===== src/rtl/encoder8_3.sv =====
// Registered 8-to-3 priority encoder with a valid flag.
// Direction of priority is set by MSB_PRIORITY (1: highest index wins, 0: lowest index wins).
module encoder8_3 #(
    parameter bit MSB_PRIORITY = 1'b1
) (
    input  logic       clk,
    input  logic       rst_n,
    input  logic [7:0] in,
    output logic [2:0] out,
    output logic       valid
);

    logic [2:0] idx_s;
    logic       any_s;
    logic [2:0] out_r;
    logic       valid_r;

    // Winner search: scan from lowest to highest priority so the last hit is the winner.
    always_comb begin
        logic [2:0] pos_s;
        idx_s = 3'd0;
        any_s = |in;
        pos_s = 3'd0;
        for (int i = 0; i < 8; i++) begin
            if (MSB_PRIORITY) begin
                pos_s = 3'(i);
            end else begin
                pos_s = 3'(7 - i);
            end
            if (in[pos_s]) begin
                idx_s = pos_s;
            end else begin
                idx_s = idx_s;
            end
        end
    end

    // Output registers with synchronous active-low reset; all-zero input also clears the index.
    always_ff @(posedge clk) begin
        if (!rst_n) begin
            out_r   <= 3'd0;
            valid_r <= 1'b0;
        end else begin
            out_r   <= idx_s;
            valid_r <= any_s;
        end
    end

    assign out   = out_r;
    assign valid = valid_r;

endmodule


===== config.mk =====
export PLATFORM = sky130hd
export DESIGN_NAME = encoder8_3
export DESIGN_NICKNAME = d
export VERILOG_FILES = /design/src/rtl/encoder8_3.sv
export SDC_FILE = /design/constraint.sdc
export NUM_CORES = 1
export LEC_CHECK = 0
export ABC_AREA = 1
export CAP_MARGIN = 5
export CORE_AREA = 2 2 39 41
export DETAILED_ROUTE_END_ITERATION = 10
export DIE_AREA = 0 0 41 43
export GPL_ROUTABILITY_DRIVEN = 0
export GPL_TIMING_DRIVEN = 0
export PLACE_DENSITY = 0.45
export SLEW_MARGIN = 20
export SYNTH_ARGS = -nofsm -noshare
export SYNTH_HDL_FRONTEND = slang
export SYNTH_SLANG_ARGS = --single-unit

===== constraint.sdc =====
create_clock -name clk -period 1 [get_ports clk]
set_clock_uncertainty 0.2 [all_clocks]
set_input_delay 0.1 -clock clk [delete_from_list [all_inputs] [get_ports clk]]
set_output_delay 0.1 -clock clk [all_outputs]
set_load 0.02 [all_outputs]

# Word-level counts from Yosys, hierarchy flattened

Index checks and enable logic that the tools add are counted.

Flip-flop bits (word level): 4
Logic and storage cells: 10
Output and inout bits: 4
Bits of input ports: 10

Mux-type cells: 7
Reduce and logical (&&, ||, !) cells: 1

Operator list:

| kind             | count |
|---|---|
| $mux W3          | 4 |
| $reduce_or A8 Y1 | 1 |
| $mux W2          | 2 |
| $mux W1          | 1 |

# Depth between registers and ports, before layout

Depth in word-level cells: 7
Depth in mapped cells: 7
Depth with buffers taken out: 7

# Worst setup path before layout

Ideal clock, no wire load.

Kind: input port to flip-flop
Start point: in in[4]
End point: reg valid_r (netlist: valid)
Setup time: 119 ps
Buffers on the path: 0
Slack: 241 ps
Stages: 3
Arrival time: 440 ps
Required time: 681 ps
Cell sequence: nor2_2 -> a31oi_2 -> o21bai_1

Cells in the longest elaborated chain, start to end: 1

RTL lines:

| element                | line | text |
|---|---|---|
| start: declaration     | 8    | `input logic [7:0] in,` |
| $reduce_or A8 Y1       | 22   | `any_s = \|in;` |
| end signal: assignment | 45   | `valid_r <= any_s;` |
| end: declaration       | 16   | `logic valid_r;` |

Every way passes these cells.
A chain may end at the register's enable or synchronous reset.

# Worst setup path after layout

Start point: in in[7]
End point: reg valid_r (netlist: valid)

The elaborated chain is that of the path after synthesis.

==> results by group <==
Yosys
  • Synth Area in Adders: 0
  • Syn Nets: 34
  • Synth Area in Simple Gates: 0.193
  • Synth Register Bits: 4
  • Mux cell area share after synthesis: 0
  • Compound-Gate Fraction of Synth Area: 0.200
  • YS warnings: 0
  • Post-synthesis cell count: 24
  • Mapped Avg Cell Area: 7.30 sq um
  • Netlist cell types: 8
  • Seq/Total Area, Yosys: 0.457
  • Xor/xnor cell area share of the yosys netlist: 0
  • Largest family of logic cells by synthesized area: compound AO/OA/AOI/OAI gates
  • Cell Area, Synth: 175 sq um

Global route
  • Grt ovf: 0
  • First-pass GRT wire length: 634 microns
  • Vias in the first global route: 175
  • GR Util All Layers: 0.0622
  • Pin count of the biggest net entering global routing: 5
  • Initial antenna violation count: 0

Worst hold path
  • Hold Path Class: in -> reg

STA
  • Final setup violation count: 0
  • Period utilization: 0.977
  • Pins Over Slew Limit: 0
  • Worst relative slew slack: 0.892
  • Post-route minimum period: 0.977 ns
  • FMAX: 1020 MHz
  • Hold Fails Final Rpt: 1
  • Slew @ Worst Pin: 0.161 ns
  • RSZ-0062 raised after global routing: yes
  • Fin Hold WS: -0.0264 ns

Worst setup path
  • Crit path arrival time: 0.94 ns
  • Critical path fanouts, max: 3
  • CP Capture Type: flip-flop
  • CP startpoint kind: primary input
  • Critical Path RT: 0.96 ns
  • WS Path Type: in -> reg

Power
  • Peak VDD IR: 0.226 mV
  • P per Cell Area: 1360 nW/um^2
  • Total design power: 0.462 mW
  • Pleak: 0.188 nW

Clock tree
  • Post-CTS Setup Bufs: 0
  • CTS max path bufs: 2
  • H-tree Lvls: 1
  • TritonCTS clock tree: built
  • Clk slew on worst S/H paths: 0.04 ns
  • TritonCTS Sinks: 4
  • CTS Buf Count: 3
  • Clock Root Buffer: clkbuf_4

Routing
  • Met3 wire length: 53 microns
  • Iteration-0 DRC Markers: 0
  • DR pass1 iterations: 1
  • Number of remaining DRC errors: 0
  • Via count: 194
  • Final wirelength: 385 microns
  • Via density: 3.46
  • Routed wl met2: 188 microns
  • Wire per inst: 6.88 microns
  • ANT nets after route: 0
  • Uppermost layer routed: met3
  • Met1 WL: 142 microns

Die
  • Row Count: 14
  • Starting density of the core: 0.127
  • Core Region: 1380 sq um
  • Die ar.: 1760 sq um
  • Die height: 43 microns
  • I/O pin total: 14
  • Die W: 41 microns

Final layout
  • Nets: 52
  • Layout Cells excl Fill: 56
  • Area of the multi-input gates: 68.8 sq um
  • Fill cell total of the finished layout: 169
  • Ant diodes: 0
  • Share of cells above drive strength 1: 0.250
  • FF/Latch Area: 80.1 sq um
  • Area Overhead vs Synth: 94.3%
  • Post-Layout Inst Area: 340 sq um

Place
  • Dpl hpwl: 314 microns
  • Port Buffer Count: 13
  • Placed inst area: 325 sq um
  • Placed insts: 53

Outcome
  • Violated checks: hold timing
  • Status: finished, violations left

Flow run
  • Max cap viols: 0
placed cells by master, fill, tap and decap left out, drive strengths merged:
master,n
dfxtp,4
dlygate4sd2,2
a31oi,1
clkbuf,3
nor2,1
nor3,1
a21oi,3
dlymetal6s2s,2
clkdlybuf4s50,5
o21bai,1
inv,7
buf,4
nand2,6
where the power goes:
part / internal (mW) / total, mW / switching (mW) / leakage (nW)
sequential: 0.171 / 0.174 / 0.00236 / 0.0336
combinational: 0.0513 / 0.0939 / 0.0426 / 0.141
clock: 0.134 / 0.194 / 0.0601 / 0.0138
metrics by stage:
step	setup WS (ns)	utilization	setup TNS, ns
after CTS	0.0102	0.235	0
after global routing	-0.0134	0.246	-0.0134
after floorplan	0.241	-	0
after detailed placement	-0.283	0.235	-1.52
final	0.0226	0.246	0
after global placement	-0.264	0.235	-1.48
cells in the mapped netlist (all sizes together):
| cell type | count | share of area |
|---|---|---|
| nand2 | 6 | 0.13 |
| a21oi | 3 | 0.086 |
| a31oi | 1 | 0.071 |
| inv | 7 | 0.15 |
| o21bai | 1 | 0.043 |
| nor2 | 1 | 0.036 |
| dfxtp | 4 | 0.46 |
| nor3 | 1 | 0.029 |
critical path, stage by stage:
cell             delay, ns
clkdlybuf4s50_1       0.45
inv_1                 0.06
a31oi_2               0.20
o21bai_1              0.13
flip-flops by register name, indices dropped and copies added, names as in the netlist:
name,count
out,3
valid,1
routing by layer:
layer | GRT usage | up-vias
met3 | 0.0314 | 0
met2 | 0.0750 | 10
met5 | 0 | -
met1 | 0.0545 | 79
li1 | - | 105
met4 | 0.100 | 0
path summary, 6_finish.rpt:
| check | startpoint | to | slack (ns) | depth (start not counted) |
|---|---|---|---|---|
| worst max-delay path | in[7] | valid | 0.02 | 4 |
| worst min-delay path | in[1] | valid | -0.03 | 3 |
final cells by class:
class                      instances  area share
sequential                         4       0.235
tap                               16      0.0588
multi-input combinational         13       0.202
timing repair buffer              13       0.360
clock buffer                       3      0.0662
inverter                           7      0.0772
logic make-up after synthesis:
family	after synthesis
flip-flops	4
AND/OR/NAND/NOR	8
buffers and inverters	7
AO/OA/AOI/OAI	5
repair_timing:
| action | 4_1_cts | 5_1_grt |
|---|---|---|
| pin swaps | 2 | 0 |
| setup endpoints to repair | 5 | 7 |
| gates resized for setup | 18 | 7 |
| hold buffers | 0 | 0 |
| endpoints found under the hold margin | 0 | 0 |
(Power assumes the default switching activity.)
